<file path="src/rtl/jk_pkg.sv">
// Shared types for the JK command sequencer: command opcodes and FSM states.
package jk_pkg;

    // {j,k} drive pattern carried by each command
    typedef enum logic [1:0] {
        OP_HOLD = 2'b00,
        OP_CLR  = 2'b01,
        OP_SET  = 2'b10,
        OP_TOG  = 2'b11
    } jk_op_t;

    // Sequencer states
    typedef enum logic {
        S_IDLE  = 1'b0,
        S_DRIVE = 1'b1
    } jk_state_t;

endpackage

</file>
<file path="src/rtl/jk_cmd_fifo.sv">
// Synchronous command FIFO with wrap-bit pointers, synchronous flush and
// combinational head/occupancy/status views.
module jk_cmd_fifo #(
    parameter int unsigned WIDTH = 10,
    parameter int unsigned DEPTH = 4
) (
    input  logic                     clk,
    input  logic                     reset,
    input  logic                     i_flush,
    input  logic                     i_push,
    input  logic [WIDTH-1:0]         i_wdata,
    input  logic                     i_pop,
    output logic [WIDTH-1:0]         o_rdata_c,
    output logic                     o_full_c,
    output logic                     o_empty_c,
    output logic [$clog2(DEPTH):0]   o_level_c
);

    localparam int unsigned AW = $clog2(DEPTH);
    localparam int unsigned LW = AW + 1;

    logic [WIDTH-1:0] r_mem [DEPTH];
    logic [AW:0]      r_wr_ptr;
    logic [AW:0]      r_rd_ptr;

    // Pointer update; flush wins over push/pop
    always_ff @(posedge clk or negedge reset) begin
        if (!reset) begin
            r_wr_ptr <= '0;
            r_rd_ptr <= '0;
        end else if (i_flush) begin
            r_wr_ptr <= '0;
            r_rd_ptr <= '0;
        end else begin
            if (i_push) r_wr_ptr <= r_wr_ptr + LW'(1);
            if (i_pop)  r_rd_ptr <= r_rd_ptr + LW'(1);
        end
    end

    // Entry storage; contents need no reset since occupancy gates every read
    always_ff @(posedge clk) begin
        if (i_push && !i_flush) r_mem[r_wr_ptr[AW-1:0]] <= i_wdata;
    end

    assign o_rdata_c = r_mem[r_rd_ptr[AW-1:0]];
    assign o_level_c = r_wr_ptr - r_rd_ptr;
    assign o_full_c  = (o_level_c == LW'(DEPTH));
    assign o_empty_c = (o_level_c == '0);

endmodule

</file>
<file path="src/rtl/jk_cmd_sequencer.sv">
// Queues HOLD/CLEAR/SET/TOGGLE commands and replays each as registered j/k
// levels for exactly its repeat count, back-to-back, with busy/done status.
module jk_cmd_sequencer
    import jk_pkg::*;
#(
    parameter int unsigned CNT_W = 8,
    parameter int unsigned DEPTH = 4
) (
    input  logic                   clk,
    input  logic                   reset,
    input  logic                   cmd_valid,
    output logic                   cmd_ready,
    input  logic [1:0]             cmd_op,
    input  logic [CNT_W-1:0]       cmd_count,
    input  logic                   abort,
    output logic                   j,
    output logic                   k,
    output logic                   busy,
    output logic                   done,
    output logic [$clog2(DEPTH):0] level
);

    localparam int unsigned W = 2 + CNT_W;

    logic             w_full;
    logic             w_empty;
    logic             w_push;
    logic             w_pop;
    logic [W-1:0]     w_head;
    jk_op_t           w_head_op;
    logic [CNT_W-1:0] w_head_cnt;

    jk_state_t        r_state;
    jk_state_t        w_state_nxt;
    jk_op_t           r_op;
    jk_op_t           w_op_nxt;
    logic [CNT_W-1:0] r_rem;
    logic [CNT_W-1:0] w_rem_nxt;
    logic             r_done;
    logic             w_done_nxt;
    logic [1:0]       w_jk;

    // Ready is held low through reset and during an abort cycle
    assign cmd_ready = reset & ~w_full & ~abort;
    assign w_push    = cmd_valid & cmd_ready;

    jk_cmd_fifo #(
        .WIDTH (W),
        .DEPTH (DEPTH)
    ) u_fifo (
        .clk       (clk),
        .reset     (reset),
        .i_flush   (abort),
        .i_push    (w_push),
        .i_wdata   ({cmd_op, cmd_count}),
        .i_pop     (w_pop),
        .o_rdata_c (w_head),
        .o_full_c  (w_full),
        .o_empty_c (w_empty),
        .o_level_c (level)
    );

    assign w_head_op  = jk_op_t'(w_head[W-1:CNT_W]);
    assign w_head_cnt = w_head[CNT_W-1:0];

    // Next-state/next-output: pop and load the head whenever no drive cycle remains
    always_comb begin
        w_state_nxt = r_state;
        w_op_nxt    = r_op;
        w_rem_nxt   = r_rem;
        w_done_nxt  = 1'b0;
        w_pop       = 1'b0;
        if (abort) begin
            w_state_nxt = S_IDLE;
            w_op_nxt    = OP_HOLD;
            w_rem_nxt   = '0;
        end else begin
            case (r_state)
                S_IDLE: begin
                    w_op_nxt = OP_HOLD;
                    if (!w_empty) begin
                        w_pop = 1'b1;
                        if (w_head_cnt != '0) begin
                            w_state_nxt = S_DRIVE;
                            w_op_nxt    = w_head_op;
                            w_rem_nxt   = w_head_cnt;
                            w_done_nxt  = (w_head_cnt == CNT_W'(1));
                        end
                    end
                end
                S_DRIVE: begin
                    if (r_rem > CNT_W'(1)) begin
                        w_rem_nxt  = r_rem - CNT_W'(1);
                        w_done_nxt = (r_rem == CNT_W'(2));
                    end else begin
                        w_state_nxt = S_IDLE;
                        w_op_nxt    = OP_HOLD;
                        w_rem_nxt   = '0;
                        if (!w_empty) begin
                            w_pop = 1'b1;
                            if (w_head_cnt != '0) begin
                                w_state_nxt = S_DRIVE;
                                w_op_nxt    = w_head_op;
                                w_rem_nxt   = w_head_cnt;
                                w_done_nxt  = (w_head_cnt == CNT_W'(1));
                            end
                        end
                    end
                end
                default: begin
                    w_state_nxt = S_IDLE;
                    w_op_nxt    = OP_HOLD;
                    w_rem_nxt   = '0;
                end
            endcase
        end
    end

    // State, drive pattern, remaining count and done pulse registers
    always_ff @(posedge clk or negedge reset) begin
        if (!reset) begin
            r_state <= S_IDLE;
            r_op    <= OP_HOLD;
            r_rem   <= '0;
            r_done  <= 1'b0;
        end else begin
            r_state <= w_state_nxt;
            r_op    <= w_op_nxt;
            r_rem   <= w_rem_nxt;
            r_done  <= w_done_nxt;
        end
    end

    assign w_jk = r_op;
    assign j    = w_jk[1];
    assign k    = w_jk[0];
    assign done = r_done;
    assign busy = (r_state == S_DRIVE) || (level != '0);

endmodule

</file>
<file path="config.mk">
export PLATFORM = sky130hd
export DESIGN_NAME = jk_cmd_sequencer
export DESIGN_NICKNAME = d
export VERILOG_FILES = /design/src/rtl/jk_pkg.sv /design/src/rtl/jk_cmd_fifo.sv /design/src/rtl/jk_cmd_sequencer.sv
export SDC_FILE = /design/constraint.sdc
export NUM_CORES = 1
export LEC_CHECK = 0
export ABC_AREA = 1
export BUFFER_PORTS_ARGS = -buffer_cell sky130_fd_sc_hd__buf_2
export CELL_PAD_IN_SITES_DETAIL_PLACEMENT = 0
export CELL_PAD_IN_SITES_GLOBAL_PLACEMENT = 1
export CORE_ASPECT_RATIO = 1.25
export CORE_MARGIN = 8
export CORE_UTILIZATION = 40
export CTS_CLUSTER_DIAMETER = 120
export CTS_CLUSTER_SIZE = 20
export DETAILED_ROUTE_END_ITERATION = 7
export PLACE_DENSITY_LB_ADDON = 0.05
export SETUP_SLACK_MARGIN = 0.4
export SYNTH_ARGS = -nofsm -noshare
export SYNTH_HDL_FRONTEND = slang
export SYNTH_SLANG_ARGS = --single-unit
</file>
<file path="constraint.sdc">
create_clock -name clk -period 2.4 [get_ports clk]
set_clock_uncertainty 0.1 [all_clocks]
set_input_delay 0.12 -clock clk [delete_from_list [all_inputs] [get_ports clk]]
set_output_delay 0.12 -clock clk [all_outputs]
set_load 0.05 [all_outputs]
</file>
Word-level counts from Yosys, hierarchy flattened
Memory sizes are Yosys's and may differ from the RTL's.
Index checks and enable logic that the tools add are counted.
{"block": "classes", "n_addsub": 4, "order_cmp": 1, "eq_ne": 6, "muxes": 32, "bitwise_logic": 6, "n_reduce_logical": 9}
{"op": "2-to-1 mux 8 bit", "count": 6}
{"op": "one-hot mux 8 bit (2 select lines)", "count": 1}
{"op": "2-to-1 mux 1 bit", "count": 13}
{"op": "2-to-1 mux 3 bit", "count": 4}
{"op": "!= test 3 bit (second input constant)", "count": 3}
{"op": "equality test 8 x 1 -> 1 bit (second input constant)", "count": 1}
{"op": "equality test 8 x 2 -> 1 bit (second input constant)", "count": 1}
{"op": "greater-than comparator 8 x 1 -> 1 bit (second input constant)", "count": 1}
{"op": "2-to-1 mux 2 bit", "count": 4}
{"op": "nonzero test 8 bit", "count": 1}
{"op": "subtractor 8 x 1 -> 8 bit (second input constant)", "count": 1}
{"op": "adder 3 x 1 -> 3 bit (second input constant)", "count": 2}
{"op": "one-hot mux 1 bit (2 select lines)", "count": 3}
{"op": "one-hot mux 2 bit (2 select lines)", "count": 1}
{"op": "nonzero test 2 bit", "count": 2}
{"op": "bitwise AND 1 bit", "count": 3}
{"op": "equality test 3 bit (second input constant)", "count": 1}
{"op": "logical NOT 3 bit", "count": 1}
{"op": "NOT 1 bit", "count": 3}
{"op": "nonzero test 3 bit", "count": 1}
{"op": "subtractor 3 bit", "count": 1}
{"op": "AND reduction 2 bit", "count": 1}
{"op": "logical AND 1 bit", "count": 1}
{"op": "logical NOT 1 bit", "count": 1}
{"op": "logical OR 1 bit", "count": 1}
{"block": "word_totals", "regBits": 18, "mem_bits_rw": 40, "inputBits": 14, "word_cells": 65, "n_memories": 1}
{"memory": "u_fifo.r_mem", "depth": 4, "width": 10, "rd": 1, "rd_clocked_by_memory_dff": 0, "write_ports": 1, "line": "jk_cmd_fifo.sv:22", "source": "logic [WIDTH-1:0] r_mem [DEPTH];"}

Longest topological paths before layout
Gate-level depths: netlist of the first run.
{"block": "logic_depth", "depth_word": 9, "depth_mapped": 13}

Cells and area by module
Synthesis of the first run repeated with hierarchy kept, for this count alone.
{"block": "hier_totals", "cells_unflattened": 344, "area_unflattened_um2": 3098.0}
{"mod": "jk_cmd_fifo", "n_inst": 1, "cells_each": 178, "area_each_um2": 2008.2}
{"mod": "jk_cmd_sequencer", "n_inst": 1, "cells_each": 166, "area_each_um2": 1089.8}

Least setup slack after synthesis of the first run
No wires, ideal clock.
{"block": "synth_timing", "kind": "reg-to-reg", "from": "reg u_fifo.r_wr_ptr[0]", "to": "mem u_fifo.r_mem[0][0], enable pin", "setup_time_ns": 0.376, "arrival_ns": 2.549, "t_required_ns": 1.924, "slack_ns": -0.625, "path_stages_with_launch": 11, "n_path_buf": 0, "period_less_slack_ns": 3.025, "path_cell_list": "dfrtp_1 inv_1 ha_1 fa_1 nand3_1 nand2_1 nand2_1 nand2_1 inv_2 nand2_1 nor2_1"}
{"block": "synth_via", "elab_chain_len": 9}
{"item": "start, declared", "line": "jk_cmd_fifo.sv:23", "source": "logic [AW:0] r_wr_ptr;"}
{"item": "start signal, assigned", "line": "jk_cmd_fifo.sv:35", "source": "if (i_push) r_wr_ptr <= r_wr_ptr + LW'(1);"}
{"item": "subtractor 3 bit", "line": "jk_cmd_fifo.sv:46", "source": "assign o_level_c = r_wr_ptr - r_rd_ptr;"}
{"item": "net level[2]", "line": "jk_cmd_sequencer.sv:20", "source": "output logic [$clog2(DEPTH):0] level"}
{"item": "equality test 3 bit", "line": "jk_cmd_fifo.sv:47", "source": "assign o_full_c = (o_level_c == LW'(DEPTH));"}
{"item": "NOT 1 bit", "line": "jk_cmd_sequencer.sv:44", "source": "assign cmd_ready = reset & ~w_full & ~abort;"}
{"item": "bitwise AND 1 bit (2 in series)", "line": "jk_cmd_sequencer.sv:44"}
{"item": "net cmd_ready", "line": "jk_cmd_sequencer.sv:12", "source": "output logic cmd_ready,"}
{"item": "bitwise AND 1 bit", "line": "jk_cmd_sequencer.sv:45", "source": "assign w_push = cmd_valid & cmd_ready;"}
{"item": "logical AND 1 bit", "line": "jk_cmd_fifo.sv:42", "source": "if (i_push && !i_flush) r_mem[r_wr_ptr[AW-1:0]] <= i_wdata;"}
{"item": "2-to-1 mux 1 bit", "line": "jk_cmd_fifo.sv:42"}
{"item": "2-to-1 mux 1 bit (implied by the code)", "line": "jk_cmd_fifo.sv:42"}
{"item": "end, declared", "line": "jk_cmd_fifo.sv:22"}
The timed path passes the listed nets, and every way through them passes these cells.

Worst setup path in the final report of the first run
{"block": "layout_timing", "from": "reg u_fifo.r_wr_ptr[0]", "to": "mem u_fifo.r_mem[2][0], enable pin"}
{"block": "layout_via", "elab_chain_len": 9}
{"item": "subtractor 3 bit", "line": "jk_cmd_fifo.sv:46"}
{"item": "equality test 3 bit", "line": "jk_cmd_fifo.sv:47"}
{"item": "NOT 1 bit", "line": "jk_cmd_sequencer.sv:44"}
{"item": "bitwise AND 1 bit (2 in series)", "line": "jk_cmd_sequencer.sv:44"}
{"item": "bitwise AND 1 bit", "line": "jk_cmd_sequencer.sv:45"}
{"item": "logical AND 1 bit", "line": "jk_cmd_fifo.sv:42"}
{"item": "2-to-1 mux 1 bit", "line": "jk_cmd_fifo.sv:42"}
{"item": "2-to-1 mux 1 bit (implied by the code)", "line": "jk_cmd_fifo.sv:42"}
Parallel ways exist; a longest one is shown, timed or not.

==> metrics, run 1 <==
core box area 0.007019 mm2; CTS Buf Count 9; Peak supply drop 542.4 uV; Crit. End Element flop; CTS tree built; multi-input combinational cell area 0.001219 mm2; Final #Nets 387; gr usage total 14.19%; DRC 0; minimum clock period 2181 ps; Final Power 4.435 mW; Area Growth Syn to Fin 28.90%; clock latency on the worst-skew pair 340 ps; RSZ-0062 raised after global routing true; final setup vio count 0; clock buffer depth 2; status complete, no violations; Final WS setup 218.8 ps; Cell Area, Synth 0.002905 mm2; number of global-route vias before repair 2288; # H-tree levels 3; Seq pwr share 28.8%; type of the tightest min-delay check input port to flop; power density over the cells 1184 mW/mm2; synthesized area per cell 9.433 um2; first-pass GRT wire length 11.44 mm; commonest non-fill, non-tap cells in the layout nand2_1, nand3_1, edfxtp_1, inv_1; commonest non-fill, non-tap cell in the layout nand2_1; Comb pwr share 54.1%; Max Cap Violations 0; CP Data Required Time 2350 ps; sequential share of the synthesized area 56.85%; WP data arrival 2130 ps; CP max FO 10; share of cells above drive strength 1 25.82%; die area 0.01026 mm2; cell count after synthesis 308; CTS Sinks 58; initial antenna violation count 0; Finished Core Util 53.35%; clock-pin slew on the worst setup and hold paths 80 ps; starting density of the core 41.39%; post-synth cell types 28; P_sw 1.993 mW; grt ovf 0; vias 2182; # rows 34; Slew HR 54.98%; vias per std cell 4.764; drt initial violations 63; drt wl/cell 14.39 um; clock power share 17.1%; Setup Crit Path Kind flop to flop; dpl ws 96.24 ps; static leakage 1.657 nW; Hold Vio Cnt, Final 0; Final GP Congestion 0.7240; switch share 44.93%; register area 0.001653 mm2; Fillers 659; fin crit share 90.88%; top-level port count 22; Hold WS 174.4 ps; final WL 6.589 mm; Mapped Nets 332; post-DP HPWL 4.466 mm; worst slew pin tran 671.2 ps; diode count 0; DIE HEIGHT 111.3 um; PortBufs 21; synth warn 0; kind of start point of the critical path flop; Pre-Repair DR Iteration Count 5; Root Driver clkbuf_8; setup_tns 0 ps; Routed Antenna Nets 0; #FFs+latches synth 58; Slew Viols, Final 0; Int Power 2.443 mW; die width 92.23 um; FMAX 0.4585 GHz; largest net degree at the start of global routing 23
-- repair_timing --
action / CTS / global route
endpoints found under the hold margin: 61 / 0
buffers inserted: 5 / 7
setup endpoints to repair: 62 / 62
hold buffers: 13 / 0
pin swaps: 4 / 6
gates resized for setup: 13 / 23
-- final cells by class --
type	instances	share of cell area, %
Sequential cell	58	44.14
Tap cell	90	3.007
Inverter	35	3.709
Multi-Input combinational cell	207	32.54
Clock buffer	10	3.408
Timing Repair Buffer	52	12.30
Clock inverter	6	0.9021
-- stage by stage --
step                instance area [um2]  cells
floorplan                          3013    308
global placement                   3218    417
detailed placement                 3218    417
CTS                                3627    451
global route                       3745    458
finish                             3745    458
-- power by group through the flow --
stage / sequential (mW) / combinational [mW] / clock [mW]
after global routing: 1.29 / 2.69 / 0.831
after global placement: 1.29 / 2.07 / 0
after floorplan: 1.31 / 1.59 / 0
after CTS: 1.27 / 2.19 / 0.790
after detailed placement: 1.29 / 2.08 / 0
final: 1.28 / 2.40 / 0.760
-- cells by family (layout without fill, tap and decap cells) --
kind of cell	Yosys count	after routing	synth area share (%)
flops	58	58	56.85
compound gates	14	14	2.713
xor+xnor	5	5	1.507
fa+ha+maj	10	10	4.565
simple gates	178	178	27.86
buf+inv	43	103	6.503
-- sequential cells by signal, indices dropped and copies added (netlist names) --
register         count
done                 1
r_op                 2
r_rem                8
r_state              1
u_fifo.r_mem        40
u_fifo.r_rd_ptr      3
u_fifo.r_wr_ptr      3
-- worst max-delay path, cell delays in order, from the launching register on --
cell	delay, ps
dfrtp_1	400
inv_2	90
ha_4	130
fa_2	430
nand2_1	90
inv_2	50
nand2_2	80
nand2_4	60
inv_6	90
nand2_8	80
nor2_4	140
buf_12	140
-- path summary, 6_finish.rpt --
kind,slack [ps],endpoint,cells after the start,from
setup / recovery,220,u_fifo.r_mem[2][0]$_DFFE_PP_,11,u_fifo.r_wr_ptr[0]$_DFFE_PN0P_
hold / removal,170,u_fifo.r_wr_ptr[1]$_DFFE_PN0P_,6,abort
setup reg to reg,220,u_fifo.r_mem[2][0]$_DFFE_PP_,11,u_fifo.r_wr_ptr[0]$_DFFE_PN0P_
hold reg to reg,410,r_op[0]$_DFFE_PN0P_,2,r_op[0]$_DFFE_PN0P_
max in group asynchronous,1770,r_rem[0]$_DFFE_PN0P_,3,reset
min in group asynchronous,200,r_op[0]$_DFFE_PN0P_,3,reset
-- cells in the mapped netlist --
cell | n | share of area (%)
nand2_1 | 98 | 13
nand3_1 | 43 | 7.4
edfxtp_1 | 40 | 41
inv_1 | 30 | 3.9
dfrtp_1 | 18 | 16
nor2_1 | 18 | 2.3
ha_1 | 9 | 3.9
o21ai_0 | 8 | 1.4
nand4_1 | 6 | 1.3
xor2_1 | 5 | 1.5
buf_2 | 4 | 0.69
inv_2 | 4 | 0.52
buf_6 | 3 | 1.2
nor2_4 | 3 | 1.2
a21oi_1 | 2 | 0.34
nand2_2 | 2 | 0.43
nand2_4 | 2 | 0.78
nor3_1 | 2 | 0.34
or2_2 | 2 | 0.43
a32o_1 | 1 | 0.34
clkbuf_1 | 1 | 0.13
clkinv_1 | 1 | 0.13
fa_1 | 1 | 0.69
nand2_8 | 1 | 0.69
nand3_2 | 1 | 0.34
o21ai_1 | 1 | 0.17
o21bai_1 | 1 | 0.26
o22ai_1 | 1 | 0.22
-- layer usage --
metal	vias up	routed length (um)	track usage, %
met5	-	0	0
li1	1129	-	-
met1	1008	3074	17.47
met4	0	87	6.142
met2	38	3176	22.42
met3	7	250	4.065
(Power assumes the default switching activity.)
==> run 2: changes to the inputs <==
==> constraint.sdc (replaced) <==
create_clock -name clk -period 2.4 [get_ports clk]
set_clock_uncertainty 0.1 [all_clocks]
set_input_delay 0.48 -clock clk [delete_from_list [all_inputs] [get_ports clk]]
set_output_delay 0.48 -clock clk [all_outputs]
set_load 0.05 [all_outputs]
==> run 2 against run 1 <==
Net effect: the run now ends with setup timing left; critical path depth decreased by 3; sequential share of layout area decreased by 1.3 points; register-to-register slack got worse by 120 ps; critical endpoint is now cmd_ready; largest cell class unchanged; largest power group unchanged; highest routed layer unchanged.
==> metrics, run 2 (same netlist as run 1, synthesis figures left out) <==
RSZ-0062 raised after global routing true; Reg-to-Reg Start u_fifo.r_wr_ptr[0]$_DFFE_PN0P_; Final Power 4.900 mW; status finished with violations; Seq pwr share 26.0%; static leakage 1.700 nW; post-route design area 0.003854 mm2; Placed Cells 419; non-filler cells, final 452; share of cells above drive strength 1 32.87%; Comb pwr share 55.2%; failing checks setup timing; kind of start point of the critical path flop; worst path cell trace ha_4 -> fa_2 -> nand2_2 -> inv_2 -> nand2_2 -> nand2_2 -> inv_6 -> buf_8; die area 0.01026 mm2; Slowest Stage Delay on Critical Path 530 ps; minimum clock period 2441 ps; hold-fix buffers at CTS 0; Max Cap Violations 0; CTS tree built; initial antenna violation count 0; gr usage total 13.83%; grt ovf 0; type of the tightest min-delay check input port to asynchronous set/reset pin; max FFs per register 40; Fillers 653; post-DP HPWL 4.457 mm; die width 92.23 um; power density over the cells 1272 mW/mm2; drt wl/cell 14.38 um; drt initial violations 61; Root Driver clkbuf_8; Slew Viols, Final 0; Area Growth Syn to Fin 32.64%; switch share 43.62%; Slew HR 70.32%; commonest non-fill, non-tap cells in the layout nand2_1, edfxtp_1, nand3_1, inv_1, dfrtp_1; Final WS setup -40.89 ps; commonest non-fill, non-tap cell in the layout nand2_1; first-pass GRT wire length 10.96 mm; DRC 0; Crit. End Element output pin; CTS Sinks 58; worst slew pin tran 442.5 ps; clock latency on the worst-skew pair 330 ps; number of global-route vias before repair 2276; PortBufs 21; R2R Path End u_fifo.r_mem[0][2]$_DFFE_PP_; # H-tree levels 3; clock-pin slew on the worst setup and hold paths 70 ps; diode count 0; DIE HEIGHT 111.3 um; Int Power 2.763 mW; CP max FO 3; Hold Vio Cnt, Final 0; Final #Nets 381; vias 2110; final WL 6.500 mm; starting density of the core 41.39%; WP data arrival 1860 ps; P_sw 2.138 mW; clock power share 18.8%; vias per std cell 4.668; worst reg2reg setup slack 100 ps; Setup Crit Path Kind flop to output pin; final setup vio count 1; post-placement cell area 0.003233 mm2; Crit-path slowest cell fa_2; CP most frequent cell nand2_2; clock buffer depth 2; Routed Antenna Nets 0; Peak supply drop 840.0 uV; Final GP Congestion 0.7849; Reg2Reg Depth 13; CTS Buf Count 9; # rows 34; fin crit share 101.7%; CP Data Required Time 1820 ps; largest net degree at the start of global routing 23; top-level port count 22; Pre-Repair DR Iteration Count 4; FMAX 0.4097 GHz; core box area 0.007019 mm2
-- run 2: worst max-delay path, delay by kind of cell (launching register included) --
kind                     cells  cell delay [ps]
flip-flops                   1              410
AND/OR/NAND/NOR              3              180
adder cells (fa/ha/maj)      2              700
buffers and inverters        3              240
-- run 2: what timing repair did --
| item | CTS | global route |
|---|---|---|
| setup buffers | 13 | 3 |
| endpoints found under the hold margin | 0 | 0 |
| pin swaps | 10 | 11 |
| cloned | 1 | 0 |
| gates resized for setup | 49 | 8 |
| endpoints found under the setup margin | 56 | 62 |
-- run 2: metal layers --
layer	global-route usage (%)	share of wire [%]
met5	0	0
met2	24.38	53
met1	15.33	43
met4	6.034	0.68
met3	3.117	2.8
-- run 2: worst max-delay path by stage --
stage	cells past startpoint	end	start
floorplan	6	busy	u_fifo.r_wr_ptr[0]$_DFFE_PN0P_
global placement	10	u_fifo.r_mem[0][3]$_DFFE_PP_	u_fifo.r_wr_ptr[0]$_DFFE_PN0P_
detailed placement	10	u_fifo.r_mem[0][6]$_DFFE_PP_	u_fifo.r_wr_ptr[0]$_DFFE_PN0P_
CTS	8	cmd_ready	u_fifo.r_rd_ptr[0]$_DFFE_PN0P_
global route	8	cmd_ready	u_fifo.r_rd_ptr[0]$_DFFE_PN0P_
finish	8	cmd_ready	u_fifo.r_rd_ptr[0]$_DFFE_PN0P_
-- run 2: cell type report --
cell class	instances	area (um2)	area share [%]
Sequential cell	58	1652	42.86
Clock buffer	12	155.1	4.026
Timing Repair Buffer	46	442.9	11.49
Clock inverter	4	51.30	1.331
Tap cell	90	112.6	2.922
Inverter	35	141.4	3.669
Multi-Input combinational cell	207	1299	33.70
-- run 2: power groups by stage --
| stage | Combinational (mW) | Clock [mW] | Sequential (mW) |
|---|---|---|---|
| after floorplan | 1.59 | 0 | 1.31 |
| after global placement | 2.10 | 0 | 1.29 |
| after detailed placement | 2.11 | 0 | 1.29 |
| after CTS | 2.66 | 0.952 | 1.27 |
| after global routing | 2.98 | 0.995 | 1.29 |
| final | 2.70 | 0.922 | 1.27 |
-- run 2: metrics by stage --
step	TNS, ps	util [%]	worst slack [ps]	hold WS (ps)
after CTS	-124.7	54.01	-76.86	18.88
final	-40.89	54.90	-40.89	29.55
after global routing	-186.8	54.90	-116.6	30.24
after floorplan	0	-	87.68	84.41
after global placement	0	46.06	164.8	375.6
after detailed placement	0	46.06	135.0	382.8
==> run 3: changes to the inputs <==
--- a/config.mk
+++ b/config.mk
@@ -16,4 +16,5 @@
 export CTS_CLUSTER_SIZE = 20
 export DETAILED_ROUTE_END_ITERATION = 7
+export GPL_TIMING_DRIVEN = 1
 export PLACE_DENSITY_LB_ADDON = 0.05
 export SETUP_SLACK_MARGIN = 0.4
==> constraint.sdc (replaced) <==
create_clock -name clk -period 2.4 [get_ports clk]
set_clock_uncertainty 0.1 [all_clocks]
set_input_delay 0.24 -clock clk [delete_from_list [all_inputs] [get_ports clk]]
set_output_delay 0.24 -clock clk [all_outputs]
set_load 0.05 [all_outputs]
==> run 3 against run 2 <==
Net effect: the run now ends clean; clock-buffer cell count unchanged; sequential power about the same; first-iteration DRC count up 3.3%; total power down 3.6%; worst setup slack better by 180 ps; via count up 0.14%; worst hold slack better by 2.6 ps; largest cell class unchanged; largest power group unchanged; highest routed layer unchanged.
==> metrics, run 3 (same netlist as run 1, synthesis figures left out) <==
status complete, no violations; first-pass GRT wire length 10.52 mm; Hold WS 32.13 ps; clock latency on the worst-skew pair 320 ps; RSZ-0062 raised after global routing true; worst setup path start u_fifo.r_rd_ptr[0]$_DFFE_PN0P_; switch share 43.43%; DRC 0; Pre-Repair DR Iteration Count 4; P_sw 2.051 mW; clock-pin slew on the worst setup and hold paths 70 ps; CTS tree built; PortBufs 21; initial antenna violation count 0; top-level port count 22; worst reg2reg setup slack 220 ps; number of global-route vias before repair 2128; die width 92.23 um; Slew HR 53.68%; commonest non-fill, non-tap cells in the layout nand2_1, edfxtp_1, nand3_1, inv_1, dfrtp_1; Worst Hold Launch cmd_count[1]; Int Power 2.672 mW; # H-tree levels 3; routed wl met2 3.407 mm; post-DP HPWL 4.440 mm; post-placement cell area 0.003218 mm2; Post-Route M1 WL 2.809 mm; CP max FO 3; type of the tightest min-delay check input port to flop; setup_tns 0 ps; power density over the cells 1275 mW/mm2; worst hold endpoint u_fifo.r_mem[2][1]$_DFFE_PP_; highest routed layer met4; WL met3 189 um; Final GP Congestion 0.7424; starting density of the core 41.39%; vias 2113; fin crit share 94.14%; gr usage total 13.13%; Finished Core Util 52.76%; share of cells above drive strength 1 29.10%; max FFs per register 40; drt wl/cell 14.52 um; Reg-to-Reg Start u_fifo.r_wr_ptr[0]$_DFFE_PN0P_; diode count 0; DIE HEIGHT 111.3 um; clock power share 19.5%; R2R Path End u_fifo.r_mem[2][0]$_DFFE_PP_; Slew Viols, Final 0; hold depth 1; grt ovf 0; CTS Buf Count 9; Final #Nets 373; Setup Crit Path Kind flop to output pin; vias per std cell 4.759; Hold Vio Cnt, Final 0; die area 0.01026 mm2; core box area 0.007019 mm2; Comb pwr share 53.5%; # rows 34; final setup vio count 0; commonest non-fill, non-tap cell in the layout nand2_1; Reg2Reg Depth 11; static leakage 1.628 nW; largest net degree at the start of global routing 23; drt initial violations 63; final WL 6.445 mm; WP data arrival 1920 ps; Routed Antenna Nets 0; Area Growth Syn to Fin 27.48%; CTS Sinks 58; CP Data Required Time 2060 ps; minimum clock period 2259 ps; Max Cap Violations 0; FMAX 0.4426 GHz; Seq pwr share 27.0%; post-route design area 0.003704 mm2; Peak supply drop 705.8 uV; Final Power 4.723 mW; worst slew pin tran 690.6 ps; Root Driver clkbuf_8; Crit. End Element output pin; Fillers 668; kind of start point of the critical path flop; clock buffer depth 2
==> run 3: cell types whose count changed in the layout (fill, tap and decap cells not counted), moves of 2 or more <==
cell and delta:
nand2_4 -2, buf_6 -4, nand3_2 -7, nand2_2 +3, nand3_1 +7, buf_4 -3
==> run 3: power groups by stage <==
stage	logic (mW)	registers (mW)	clock network, mW
6_report	2.52	1.28	0.922
5_1_grt	2.79	1.29	0.988
4_1_cts	2.34	1.28	0.953
3_5_place_dp	2.06	1.30	0
3_3_place_gp	2.07	1.30	0
2_1_floorplan	1.59	1.31	0
==> run 3: how the worst max path moves through the flow <==
| stage | endpoint | slack, ps | depth (start not counted) |
|---|---|---|---|
| 4_1_cts | cmd_ready | 140 | 8 |
| 6_report | cmd_ready | 140 | 8 |
| 2_1_floorplan | u_fifo.r_mem[0][0]$_DFFE_PP_ | 180 | 10 |
| 3_5_place_dp | u_fifo.r_mem[2][3]$_DFFE_PP_ | 70 | 10 |
| 3_3_place_gp | u_fifo.r_mem[2][2]$_DFFE_PP_ | 120 | 10 |
| 5_1_grt | cmd_ready | 60 | 8 |
==> run 3: routing by layer <==
metal	up-vias	global-route usage (%)
li1	1095	-
met4	0	5.496
met3	2	2.778
met1	988	15.91
met2	28	21.85
met5	-	0
==> run 3: final cells by class <==
type                       instances  area [um2]  share of cell area (%)
multi-input combinational        207        1256                   33.92
clock inverter                     4       51.30                   1.385
sequential                        58        1652                   44.59
inverter                          35       138.9                   3.750
tap                               90       112.6                   3.041
timing repair buffer              38       337.8                   9.122
clock buffer                      12       155.1                   4.189
==> run 3: critical path, stage by stage, from the launching register on <==
cell and delay (ps):
dfrtp_1 420, ha_4 170, fa_2 550, nand2_2 60
inv_2 70, nand2_2 50, nand2_2 80, inv_6 50
buf_8 140
==> run 3: what timing repair did <==
item | 4_1_cts | 5_1_grt
endpoints found under the hold margin | 18 | 0
pin swaps | 6 | 11
hold buffers | 1 | 0
gates resized for setup | 16 | 30
endpoints found under the setup margin | 62 | 62
setup buffers | 8 | 2
==> run 3: through the flow <==
stage	setup WS, ps	instances
3_3_place_gp	121.5	417
3_5_place_dp	72.96	417
2_1_floorplan	181.0	308
6_report	140.6	444
5_1_grt	56.87	444
4_1_cts	137.3	442
